[config.mk]
export PLATFORM = sky130hd
export DESIGN_NAME = detector_flanco_multicanal
export DESIGN_NICKNAME = d
export VERILOG_FILES = /design/src/rtl/detector_flanco_multicanal.sv
export SDC_FILE = /design/constraint.sdc
export NUM_CORES = 1
export LEC_CHECK = 0
export CAP_MARGIN = 40
export CORE_ASPECT_RATIO = 0.75
export CORE_MARGIN = 2
export CORE_UTILIZATION = 50
export DETAILED_ROUTE_END_ITERATION = 8
export PLACE_DENSITY_LB_ADDON = 0.1
export SLEW_MARGIN = 20
export SYNTH_ARGS = -nofsm -noshare
export SYNTH_HDL_FRONTEND = slang
export SYNTH_SLANG_ARGS = --single-unit
[constraint.sdc]
create_clock -name clk -period 2.3 [get_ports clk]
set_input_delay 0.46 -clock clk [delete_from_list [all_inputs] [get_ports clk]]
set_output_delay 0.46 -clock clk [all_outputs]
set_load 0.02 [all_outputs]
[src/rtl/detector_flanco_multicanal.sv]
// -----------------------------------------------------------------------------
// detector_flanco_multicanal
//   Multi-channel button edge detector. Each channel synchronises its raw input
//   through two flops, debounces it with a stability counter, and emits a
//   one-cycle pulse when the filtered level changes in the selected direction.
//
//   Optional build macro: DETECTOR_FLANCO_REPETIR_EN
//     When defined, each channel also auto-repeats while held at the pressed
//     level: a first extra pulse REPETIR_RETARDO cycles after the press pulse,
//     then one every REPETIR_PERIODO cycles until release.
//
//   Parameters
//     CANALES          number of independent channels (>=1)
//     ESTABLE          cycles of disagreement needed to update nivel (>=1)
//     MODO             0 = rising, 1 = falling, 2 = both; others act as 1
//     REPETIR_RETARDO  hold cycles before the first repeat pulse (>=1)
//     REPETIR_PERIODO  cycles between later repeat pulses (>=1)
//
//   Ports
//     clk     in   system clock, rising edge
//     reset   in   synchronous, active-high
//     boton   in   [CANALES] raw asynchronous button inputs
//     salida  out  [CANALES] one-cycle event pulse per channel
//     nivel   out  [CANALES] debounced level per channel
// -----------------------------------------------------------------------------

// One channel: synchroniser, debounce filter, edge pulse (and optional repeat).
module detectorCanal #(
    parameter int ESTABLE = 16,
    parameter int MODO    = 1
`ifdef DETECTOR_FLANCO_REPETIR_EN
    ,
    parameter int REPETIR_RETARDO = 50000,
    parameter int REPETIR_PERIODO = 10000
`endif
) (
    input  logic clk,
    input  logic reset,
    input  logic boton,
    output logic salida,
    output logic nivel
);
    localparam int CW = $clog2(ESTABLE + 1);
    // Unsupported mode codes fall back to falling-edge detection.
    localparam int MODO_EF = (MODO == 0 || MODO == 2) ? MODO : 1;
    // Level that counts as "held down" for auto-repeat purposes.
    localparam logic PRESIONADO = (MODO_EF == 1) ? 1'b0 : 1'b1;

    logic          s1, s2;
    logic [CW-1:0] cnt;
    logic          cambia;
    logic          flanco;

    // nivel takes the synchronised value on this edge.
    assign cambia = (s2 != nivel) && (cnt == CW'(ESTABLE - 1));

    always_comb begin
        flanco = 1'b0;
        if (cambia) begin
            case (MODO_EF)
                0:       flanco = s2;
                1:       flanco = ~s2;
                default: flanco = 1'b1;
            endcase
        end
    end

    always_ff @(posedge clk) begin
        if (reset) begin
            s1    <= 1'b0;
            s2    <= 1'b0;
            cnt   <= '0;
            nivel <= 1'b0;
        end else begin
            s1 <= boton;
            s2 <= s1;
            if (s2 == nivel) begin
                cnt <= '0;
            end else if (cambia) begin
                nivel <= s2;
                cnt   <= '0;
            end else begin
                cnt <= cnt + 1'b1;
            end
        end
    end

`ifdef DETECTOR_FLANCO_REPETIR_EN
    localparam int RMAX = (REPETIR_RETARDO > REPETIR_PERIODO) ? REPETIR_RETARDO
                                                              : REPETIR_PERIODO;
    localparam int RW   = $clog2(RMAX + 1);

    logic [RW-1:0] rep, repSig, repLimite;
    logic          armado;   // a press pulse was issued and the key is still held
    logic          primero;  // still waiting for the initial (longer) delay
    logic          repPulso;

    assign repSig    = rep + 1'b1;
    assign repLimite = primero ? RW'(REPETIR_RETARDO) : RW'(REPETIR_PERIODO);

    // Never fires on a nivel-change edge, so it cannot overlap a debounce
    // pulse nor follow a release.
    always_comb begin
        repPulso = 1'b0;
        if (armado && !cambia && nivel == PRESIONADO && repSig == repLimite)
            repPulso = 1'b1;
    end

    always_ff @(posedge clk) begin
        if (reset) begin
            rep     <= '0;
            armado  <= 1'b0;
            primero <= 1'b0;
            salida  <= 1'b0;
        end else begin
            salida <= flanco | repPulso;
            if (cambia) begin
                // Arm only on a real press pulse; any release disarms.
                rep     <= '0;
                armado  <= flanco && (s2 == PRESIONADO);
                primero <= 1'b1;
            end else if (armado) begin
                if (repPulso) begin
                    rep     <= '0;
                    primero <= 1'b0;
                end else begin
                    rep <= repSig;
                end
            end
        end
    end
`else
    always_ff @(posedge clk) begin
        if (reset) salida <= 1'b0;
        else       salida <= flanco;
    end
`endif
endmodule

module detector_flanco_multicanal #(
    parameter int CANALES         = 4,
    parameter int ESTABLE         = 16,
    parameter int MODO            = 1,
    parameter int REPETIR_RETARDO = 50000,
    parameter int REPETIR_PERIODO = 10000
) (
    input  logic               clk,
    input  logic               reset,
    input  logic [CANALES-1:0] boton,
    output logic [CANALES-1:0] salida,
    output logic [CANALES-1:0] nivel
);
    if (CANALES < 1 || ESTABLE < 1 || REPETIR_RETARDO < 1 || REPETIR_PERIODO < 1)
    begin : gParamErr
        $error("detector_flanco_multicanal: parameter out of range");
    end

    for (genvar i = 0; i < CANALES; i++) begin : gCanal
        detectorCanal #(
            .ESTABLE(ESTABLE),
            .MODO   (MODO)
`ifdef DETECTOR_FLANCO_REPETIR_EN
            ,
            .REPETIR_RETARDO(REPETIR_RETARDO),
            .REPETIR_PERIODO(REPETIR_PERIODO)
`endif
        ) uCanal (
            .clk   (clk),
            .reset (reset),
            .boton (boton[i]),
            .salida(salida[i]),
            .nivel (nivel[i])
        );
    end
endmodule
* Word level (Yosys, flattened, before mapping) *
Cells that the tools add are included.

word-level totals
  bits of input ports = 6
  word-level logic and storage cells = 64
  register bits = 36
  output and inout port bits = 8

cells by class
  add/subtract/negate cells = 4
  bitwise gates (word level) = 12
  reduce and logical (&&, ||, !) cells = 16
  eq/ne operators = 12

operators by type and width
  kind                                                                   number
  5-bit by 1-bit adder with 5-bit output, second input constant          4
  5-bit by 4-bit equality test with 1-bit output, second input constant  4
  1-bit NOT                                                              12
  3-bit OR reduction                                                     4
  2-bit AND reduction                                                    4
  2-bit OR reduction                                                     4
  1-bit equality test                                                    4
  1-bit logical AND                                                      4
  1-bit != test                                                          4

* Longest topological paths before layout *
Gate-level depths: netlist of run 1.

  depth after elaboration = 4
  gate-level depth with buffers = 5
  depth with buffers taken out = 5

* Hierarchy *
Synthesis of run 1 repeated with hierarchy kept, for this count alone.

second synthesis, totals
  cell total of the unflattened synthesis = 116
  area total of the unflattened synthesis = 1276.2 um^2

by module, submodules not included
  module         area an instance (um^2)  instances  cells an instance
  detectorCanal  319.1                    4          29

* Worst setup path before layout of run 1 *
Ideal clock, no wire load.

  path kind = reg2reg
  start = reg gCanal[1].uCanal.cnt[0]
  end = reg gCanal[1].uCanal.cnt[2]
  cell stages (with the launch flop) = 6
  setup slack = 0.853 ns
  period minus slack after synthesis = 1.447 ns
  setup time = 0.064 ns
  buffers on the path = 0
  arrival time = 1.383 ns
  path through = dfxtp_1 ha_1 and3_1 ha_1 or3_4 nor2_1

between the ends
  word-level cells in the longest chain between the ends = 3

ends and longest elaborated chain
  element                                                                                         line  source
  start, declared                                                                                 50    logic [CW-1:0] cnt;
  start signal, assigned                                                                          83    cnt <= cnt + 1'b1;
  parallel branches: the longest is 3 deep, another holds 5-bit by 1-bit adder with 5-bit output  -

Several ways; the timed one is not identified.
A chain may end at the register's enable or synchronous reset.

* Worst setup path after layout of run 1 *
  start = reg gCanal[2].uCanal.nivel
  end = out nivel[2]

RTL lines
  element                 line  source
  start, declared         41    output logic nivel
  start signal, assigned  73    nivel <= 1'b0;
  start signal, assigned  80    nivel <= s2;
  end, declared           151   output logic [CANALES-1:0] nivel

No word-level cell between the ends.

==> results of run 1 <==
synthesized netlist by cell type:
cell type / count / share of area (%)
nand3_1: 4 / 1.5
and3_1: 4 / 1.9
ha_1: 8 / 7.4
inv_1: 8 / 2.2
and4bb_2: 4 / 3.7
xor2_1: 4 / 2.6
xnor2_1: 8 / 5.2
or3_4: 4 / 3.3
clkbuf_1: 1 / 0.28
mux2i_1: 4 / 3.0
nor2b_1: 8 / 3.7
buf_4: 8 / 4.5
buf_2: 1 / 0.37
dfxtp_1: 36 / 54
nor2_1: 24 / 6.7
registers in the layout, indices dropped and copies added, names as in the netlist:
name,cells
gCanal.uCanal.cnt,20
gCanal.uCanal.nivel,4
gCanal.uCanal.s1,4
gCanal.uCanal.s2,4
gCanal.uCanal.salida,4
worst paths after layout:
check	from	end	slack [ns]
setup reg to reg	gCanal[1].uCanal.cnt[0]	gCanal[1].uCanal.cnt[3]	0.72
hold / removal	gCanal[0].uCanal.cnt[0]	gCanal[0].uCanal.cnt[0]	0.44
hold reg to reg	gCanal[0].uCanal.cnt[0]	gCanal[0].uCanal.cnt[0]	0.44
setup / recovery	gCanal[2].uCanal.nivel	nivel[2]	0.46
metal layers:
| layer | global-route usage [%] | vias up | part of all wire (%) |
|---|---|---|---|
| met3 | 9.70 | 6 | 7.0 |
| met2 | 21.9 | 16 | 45 |
| met4 | 7.61 | 0 | 2.3 |
| li1 | - | 422 | - |
| met1 | 15.6 | 348 | 46 |
| met5 | 0 | - | 0 |
through the flow:
stage / hold WS (ns) / cell area, µm² / std cells / util (%)
after floorplan: 0.414 / 1350 / 126 / -
after detailed placement: 0.435 / 1460 / 166 / 56.5
final: 0.444 / 1510 / 173 / 58.3
after global placement: 0.417 / 1460 / 166 / 56.5
after global routing: 0.468 / 1510 / 173 / 58.3
after CTS: 0.450 / 1510 / 173 / 58.3
power by group through the flow:
stage	sequential [µW]	clock (µW)	combinational, µW
final	636	298	29.6
after global routing	638	350	33.5
after floorplan	650	0	18.3
after global placement	650	0	29.3
after detailed placement	651	0	30.0
after CTS	636	321	30.2
kinds of logic (layout without fill, tap and decap cells):
logic type | Yosys count | count (layout) | share of synthesized area, %
simple gates | 48 | 48 | 20.8
flops | 36 | 36 | 53.6
buf+inv | 18 | 29 | 7.35
xor+xnor | 12 | 12 | 7.81
fa+ha+maj | 8 | 8 | 7.44
mux | 4 | 4 | 2.98
cell type report:
type,count,area [µm²]
fill,211,1080
inverter,8,30.0
multi-input combinational,72,526
timing repair buffer,14,138
tap,36,45.0
sequential,36,721
clock buffer,6,41.3
clock inverter,1,5.00
==> impl_metrics.env, run 1 <==
export IMPL_wirelength_mm=1.79
export IMPL_syn_nets=140
export IMPL_dr_pass1_iters=3
export IMPL_fin_crit_ns=1.84
export IMPL_synth_cell_types=15
export IMPL_max_cap_violations=0
export IMPL_period_share_pct=80.0
export IMPL_die_area_um2=3130
export IMPL_grt_use_total_pct=14.6
export IMPL_timing_hold_violations_final=0
export IMPL_drv_slew=0
export IMPL_post_drt_wl_per_cell_um=10.3
export IMPL_num_vias=792
export IMPL_hpwl_mm=1.31
export IMPL_p_int_uw=762
export IMPL_p_per_area_nw_per_um2=641
export IMPL_sequentialPowerShare_pct=66.0
export IMPL_portBuffers=13
export IMPL_rows=16
export IMPL_p_comb_share_pct=3.1
export IMPL_syn_inst=126
export IMPL_crit_cells=1
export IMPL_post_cts_buffers=0
export IMPL_crit_type="flop to output pin"
export IMPL_syn2layout_area_growth_pct=11.9
export IMPL_worstMarginPinSlew_ns=0.467
export IMPL_grt_start_max_net_pins=16
export IMPL_final_cell_mix="dfxtp_1, nor2_1, clkdlybuf4s50_1"
export IMPL_drcViolationCount=0
export IMPL_die_height_um=48.9
export IMPL_vias_per_cell=4.58
export IMPL_place_ws_ns=0.501
export IMPL_final_common_cell="dfxtp_1"
export IMPL_cts_tree="done"
export IMPL_path_buf_inv=1
export IMPL_io_pins=14
export IMPL_cp_required_ns=1.84
export IMPL_final_setup_worst_slack_ns=0.460
export IMPL_clock_latency_ns=0.33
export IMPL_ys_ff_latch=36
export IMPL_clk_pin_slew_worst_paths_ns=0.10
export IMPL_grt_pass1_vias=787
export IMPL_syn_avg_cell_area_um2=10.7
export IMPL_coreArea_um2=2580
export IMPL_ctsResizeCount=0
export IMPL_crit_arrival_ns=1.38
export IMPL_finalPower_uw=964
export IMPL_slowest_delay_ns=0.63
export IMPL_cp_max_fo=4
export IMPL_fin_tns_setup_ns=0
export IMPL_cp_top_family="buffers and inverters"
export IMPL_yosysSeqAreaShare_pct=53.6
export IMPL_cts_buffers=5
export IMPL_max_freq_mhz=544
export IMPL_cts_buffer_depth=2
export IMPL_min_path_type="flop to flop"
export IMPL_h_tree_depth=2
export IMPL_final_nets=151
export IMPL_hold_path_cell_count=1
export IMPL_rsz0062_at_grt="false"
export IMPL_yosysWarnings=0
export IMPL_slowest_stage="clkdlybuf4s50_1"
export IMPL_finClkSkew_ns=0.00802
export IMPL_cp_start_kind="flop"
export IMPL_cts_hold_buf=0
export IMPL_p_switching_uw=202
export IMPL_drtIter0Drc=20
export IMPL_switching_share_pct=20.9
export IMPL_clock_tree_root_cell="clkbuf_4"
export IMPL_pwr_share_clk_pct=31.0
export IMPL_drive_above_1_share_pct=10.9
export IMPL_timing_slew_headroom_pct=68.7
export IMPL_critPathCaptureType="output pin"
export IMPL_outcome="finished clean"
export IMPL_leakage_uw=0.000570
export IMPL_reg2reg_depth=5
export IMPL_syn_area_um2=1350
export IMPL_antenna_cells=0
export IMPL_antenna_found_initial=0
export IMPL_peakVddDrop_mv=0.421
export IMPL_setup_viol=0
export IMPL_die_width_um=63.9
export IMPL_overflow=0
export IMPL_place_congestion=0.752
export IMPL_initial_core_util_pct=52.1
export IMPL_path_cells="clkdlybuf4s50_1"
export IMPL_grt_pass1_wl_mm=3.28
export IMPL_clock_sinks=36
export IMPL_drtAntennaViolNets=0
Power figures use the tool's default switching activity.
==> run 2, diff against run 1 <==
- clock period: 2.3 -> 1.85 ns (I/O delays scaled with it)
==> impl_metrics.env, run 2 (synthesis gave the netlist of run 1 again) <==
export IMPL_vias_per_cell=4.35
export IMPL_cts_buffer_depth=2
export IMPL_crit_arrival_ns=1.37
export IMPL_place_congestion=0.789
export IMPL_top_register="gCanal.uCanal.cnt"
export IMPL_grt_start_max_net_pins=15
export IMPL_period_share_pct=93.9
export IMPL_worstMarginPinSlew_ns=0.449
export IMPL_h_tree_depth=2
export IMPL_crit_end="nivel[1]"
export IMPL_syn2layout_area_growth_pct=13.4
export IMPL_final_common_cell="dfxtp_1"
export IMPL_crit_cells=1
export IMPL_cts_hold_buf=0
export IMPL_drcViolationCount=0
export IMPL_initial_core_util_pct=52.1
export IMPL_final_cell_mix="dfxtp_1, nor2_1, clkdlybuf4s50_1"
export IMPL_grt_pass1_vias=757
export IMPL_path_buf_inv=1
export IMPL_min_path_type="flop to flop"
export IMPL_grt_pass1_wl_mm=3.13
export IMPL_clock_latency_ns=0.33
export IMPL_max_cap_violations=0
export IMPL_cts_buffers=5
export IMPL_coreArea_um2=2580
export IMPL_leakage_uw=0.000579
export IMPL_r2r_setup_slack_ns=0.30
export IMPL_timing_slew_headroom_pct=70.0
export IMPL_fin_crit_ns=1.74
export IMPL_clk_pin_slew_worst_paths_ns=0.10
export IMPL_overflow=0
export IMPL_rsz0062_at_grt="false"
export IMPL_post_drt_wl_per_cell_um=10.1
export IMPL_final_setup_worst_slack_ns=0.113
export IMPL_rows=16
export IMPL_die_area_um2=3130
export IMPL_peakVddDrop_mv=0.620
export IMPL_register_area_um2=721
export IMPL_n_fill_cell=227
export IMPL_drive_above_1_share_pct=11.5
export IMPL_r2r_start="gCanal[0].uCanal.cnt[0]"
export IMPL_cp_max_fo=4
export IMPL_critPathCaptureType="output pin"
export IMPL_cts_tree="done"
export IMPL_io_pins=14
export IMPL_finClkSkew_ns=0.00817
export IMPL_grt_use_total_pct=13.9
export IMPL_path_cells="clkdlybuf4s50_1"
export IMPL_finalPower_uw=1250
export IMPL_antenna_cells=0
export IMPL_drv_slew=0
export IMPL_final_nets=152
export IMPL_crit_start="gCanal[1].uCanal.nivel"
export IMPL_slowest_delay_ns=0.64
export IMPL_num_vias=761
export IMPL_slowest_stage="clkdlybuf4s50_1"
export IMPL_cp_required_ns=1.48
export IMPL_portBuffers=13
export IMPL_cp_start_kind="flop"
export IMPL_drtIter0Drc=46
export IMPL_multiInputGateArea_um2=526
export IMPL_crit_type="flop to output pin"
export IMPL_place_ws_ns=0.142
export IMPL_clock_sinks=36
export IMPL_p_per_area_nw_per_um2=819
export IMPL_hpwl_mm=1.28
export IMPL_largest_reg_flops=20
export IMPL_drtAntennaViolNets=0
export IMPL_reg2reg_depth=5
export IMPL_dr_pass1_iters=3
export IMPL_timing_hold_violations_final=0
export IMPL_antenna_found_initial=0
export IMPL_post_cts_buffers=0
export IMPL_clock_tree_root_cell="clkbuf_4"
export IMPL_setup_viol=0
export IMPL_die_height_um=48.9
export IMPL_die_width_um=63.9
export IMPL_max_freq_mhz=576
export IMPL_r2r_end="gCanal[0].uCanal.cnt[2]"
export IMPL_wirelength_mm=1.77
export IMPL_fin_tns_setup_ns=0
export IMPL_ctsResizeCount=0
export IMPL_outcome="finished clean"
export IMPL_cp_top_family="buffers and inverters"
[run 2: cell count changes in the layout (fill, tap and decap cells not counted)]
cell,before,now
clkbuf_8,0,1
clkinv_2,1,0
buf_4,1,2
clkbuf_1,1,2
[run 2: through the flow]
step / hold WS [ns] / instances / utilization, % / cell area, µm²
floorplan: 0.414 / 126 / - / 1350
global placement: 0.420 / 167 / 56.8 / 1470
detailed placement: 0.428 / 167 / 56.8 / 1470
CTS: 0.452 / 175 / 59.1 / 1530
global route: 0.461 / 175 / 59.1 / 1530
finish: 0.447 / 175 / 59.1 / 1530
[run 2: worst min-delay path by stage]
stage	startpoint	endpoint	slack (ns)	depth (start not counted)
after global routing	gCanal[2].uCanal.s1	gCanal[2].uCanal.s2	0.46	1
final	gCanal[2].uCanal.s1	gCanal[2].uCanal.s2	0.45	1
after CTS	gCanal[1].uCanal.cnt[0]	gCanal[1].uCanal.cnt[0]	0.45	1
after floorplan	gCanal[0].uCanal.s1	gCanal[0].uCanal.s2	0.41	1
after global placement	gCanal[3].uCanal.s1	gCanal[3].uCanal.s2	0.42	1
after detailed placement	gCanal[2].uCanal.s1	gCanal[2].uCanal.s2	0.43	1
[run 2: power by group]
group	switching (µW)	leakage, µW	internal (µW)
clock	232	0.0000326	188
combinational	14.3	0.000254	24.2
sequential	5.74	0.000292	785
[run 2: final cells by class]
cell class | instances | share of cell area, %
clock buffers | 8 | 3.86
inverters | 8 | 1.97
multi-input cells | 72 | 34.5
flip-flops and latches | 36 | 47.3
well taps | 36 | 2.95
repair buffers | 15 | 9.52
[run 2: per-layer routing]
layer	track usage [%]	part of all wire (%)
met1	15.8	49
met2	20.0	45
met3	10.2	5.7
met4	5.43	0
met5	0	0
==> run 3, diff against run 2 <==
- CORE_MARGIN: 2 -> 1
==> impl_metrics.env, run 3 (synthesis gave the netlist of run 1 again) <==
export IMPL_outcome="finished clean"
export IMPL_drcViolationCount=0
export IMPL_switching_share_pct=20.1
export IMPL_initial_core_util_pct=55.6
export IMPL_min_from="gCanal[0].uCanal.s1"
export IMPL_p_comb_share_pct=3.1
export IMPL_rsz0062_at_grt="false"
export IMPL_cp_top_family="buffers and inverters"
export IMPL_clk_pin_slew_worst_paths_ns=0.10
export IMPL_cts_tree="done"
export IMPL_clock_latency_ns=0.32
export IMPL_r2r_setup_slack_ns=0.30
export IMPL_slowest_stage="clkdlybuf4s50_1"
export IMPL_crit_cells=1
export IMPL_drive_above_1_share_pct=11.5
export IMPL_antenna_found_initial=0
export IMPL_drv_slew=0
export IMPL_largest_reg_flops=20
export IMPL_cts_hold_buf=0
export IMPL_die_area_um2=2900
export IMPL_wirelength_mm=1.70
export IMPL_path_cells="clkdlybuf4s50_1"
export IMPL_period_share_pct=93.7
export IMPL_grt_start_max_net_pins=13
export IMPL_hold_path_cell_count=1
export IMPL_crit_arrival_ns=1.36
export IMPL_cts_buffer_depth=2
export IMPL_finClkSkew_ns=0.00468
export IMPL_drtAntennaViolNets=0
export IMPL_critPathCaptureType="output pin"
export IMPL_max_freq_mhz=577
export IMPL_sequentialPowerShare_pct=63.4
export IMPL_clock_tree_root_cell="clkbuf_4"
export IMPL_rows=15
export IMPL_top_layer_used="met3"
export IMPL_final_cell_mix="dfxtp_1, nor2_1, clkdlybuf4s50_1"
export IMPL_fin_crit_ns=1.73
export IMPL_p_switching_uw=250
export IMPL_max_cap_violations=0
export IMPL_post_route_util_pct=62.9
export IMPL_cp_start_kind="flop"
export IMPL_r2r_start="gCanal[1].uCanal.cnt[0]"
export IMPL_reg2reg_depth=5
export IMPL_timing_slew_headroom_pct=73.6
export IMPL_met1_length_um=811
export IMPL_grt_use_total_pct=14.6
export IMPL_num_vias=799
export IMPL_route_met2_wl_um=803
export IMPL_p_per_area_nw_per_um2=819
export IMPL_cts_buffers=5
export IMPL_post_cts_buffers=0
export IMPL_drtIter0Drc=12
export IMPL_io_pins=14
export IMPL_syn2layout_area_growth_pct=13.2
export IMPL_final_setup_worst_slack_ns=0.116
export IMPL_final_common_cell="dfxtp_1"
export IMPL_ctsResizeCount=0
export IMPL_crit_type="flop to output pin"
export IMPL_grt_pass1_vias=756
export IMPL_r2r_end="gCanal[1].uCanal.cnt[0]"
export IMPL_min_path_type="flop to flop"
export IMPL_route_met3_wl_um=87
export IMPL_cp_required_ns=1.48
export IMPL_grt_pass1_wl_mm=2.96
export IMPL_antenna_cells=0
export IMPL_pwr_share_clk_pct=33.5
export IMPL_h_tree_depth=2
export IMPL_slowest_delay_ns=0.63
export IMPL_overflow=0
export IMPL_final_nets=152
export IMPL_top_register="gCanal.uCanal.cnt"
export IMPL_timing_hold_violations_final=0
export IMPL_p_int_uw=997
export IMPL_leakage_uw=0.000579
export IMPL_portBuffers=13
export IMPL_hpwl_mm=1.25
export IMPL_cp_max_fo=4
export IMPL_place_congestion=0.702
export IMPL_worstMarginPinSlew_ns=0.395
export IMPL_die_width_um=61.9
export IMPL_die_height_um=46.9
export IMPL_n_fill_cell=198
export IMPL_fin_tns_setup_ns=0
export IMPL_place_ws_ns=0.183
export IMPL_clock_sinks=36
export IMPL_setup_viol=0
export IMPL_post_drt_wl_per_cell_um=9.84
export IMPL_finalInstanceArea_um2=1520
export IMPL_path_buf_inv=1
export IMPL_vias_per_cell=4.62
export IMPL_coreArea_um2=2420
export IMPL_dr_pass1_iters=4
export IMPL_peakVddDrop_mv=0.468
export IMPL_placed_area_um2=1460
export IMPL_min_to="gCanal[0].uCanal.s2"
-- run 3: routing by layer --
metal  global-route usage (%)  up-vias
li1                         -      421
met1                     16.4      364
met2                     24.3       14
met3                     7.44        0
met4                     5.33        0
met5                        0        -
-- run 3: area by class of cell --
cell class / count / area, µm² / share of cell area, %
timing repair buffer: 15 / 145 / 9.53
sequential: 36 / 721 / 47.3
inverter: 8 / 30.0 / 1.97
tap: 34 / 42.5 / 2.79
clock buffer: 8 / 58.8 / 3.86
multi-input combinational: 72 / 526 / 34.5
-- run 3: through the flow --
step                hold WS (ns)  instances  total power (µW)
floorplan                  0.414        126               830
global placement           0.421        165               846
detailed placement         0.430        165               848
CTS                        0.454        173              1270
global route               0.470        173              1320
finish                     0.446        173              1250
-- run 3: worst max-delay path by stage --
stage	startpoint	endpoint	slack, ns
finish	gCanal[3].uCanal.nivel	nivel[3]	0.12
global route	gCanal[3].uCanal.nivel	nivel[3]	0.04
CTS	gCanal[3].uCanal.nivel	nivel[3]	0.09
detailed placement	reset	gCanal[0].uCanal.cnt[2]	0.18
global placement	reset	gCanal[3].uCanal.cnt[3]	0.23
floorplan	gCanal[1].uCanal.cnt[0]	gCanal[1].uCanal.cnt[2]	0.40
-- run 3: power groups by stage --
stage / registers [µW] / logic [µW] / clock network, µW
6_report: 791 / 38.7 / 418
4_1_cts: 791 / 39.5 / 436
2_1_floorplan: 808 / 22.8 / 0
3_5_place_dp: 809 / 39.0 / 0
3_3_place_gp: 808 / 38.0 / 0
5_1_grt: 793 / 42.9 / 483
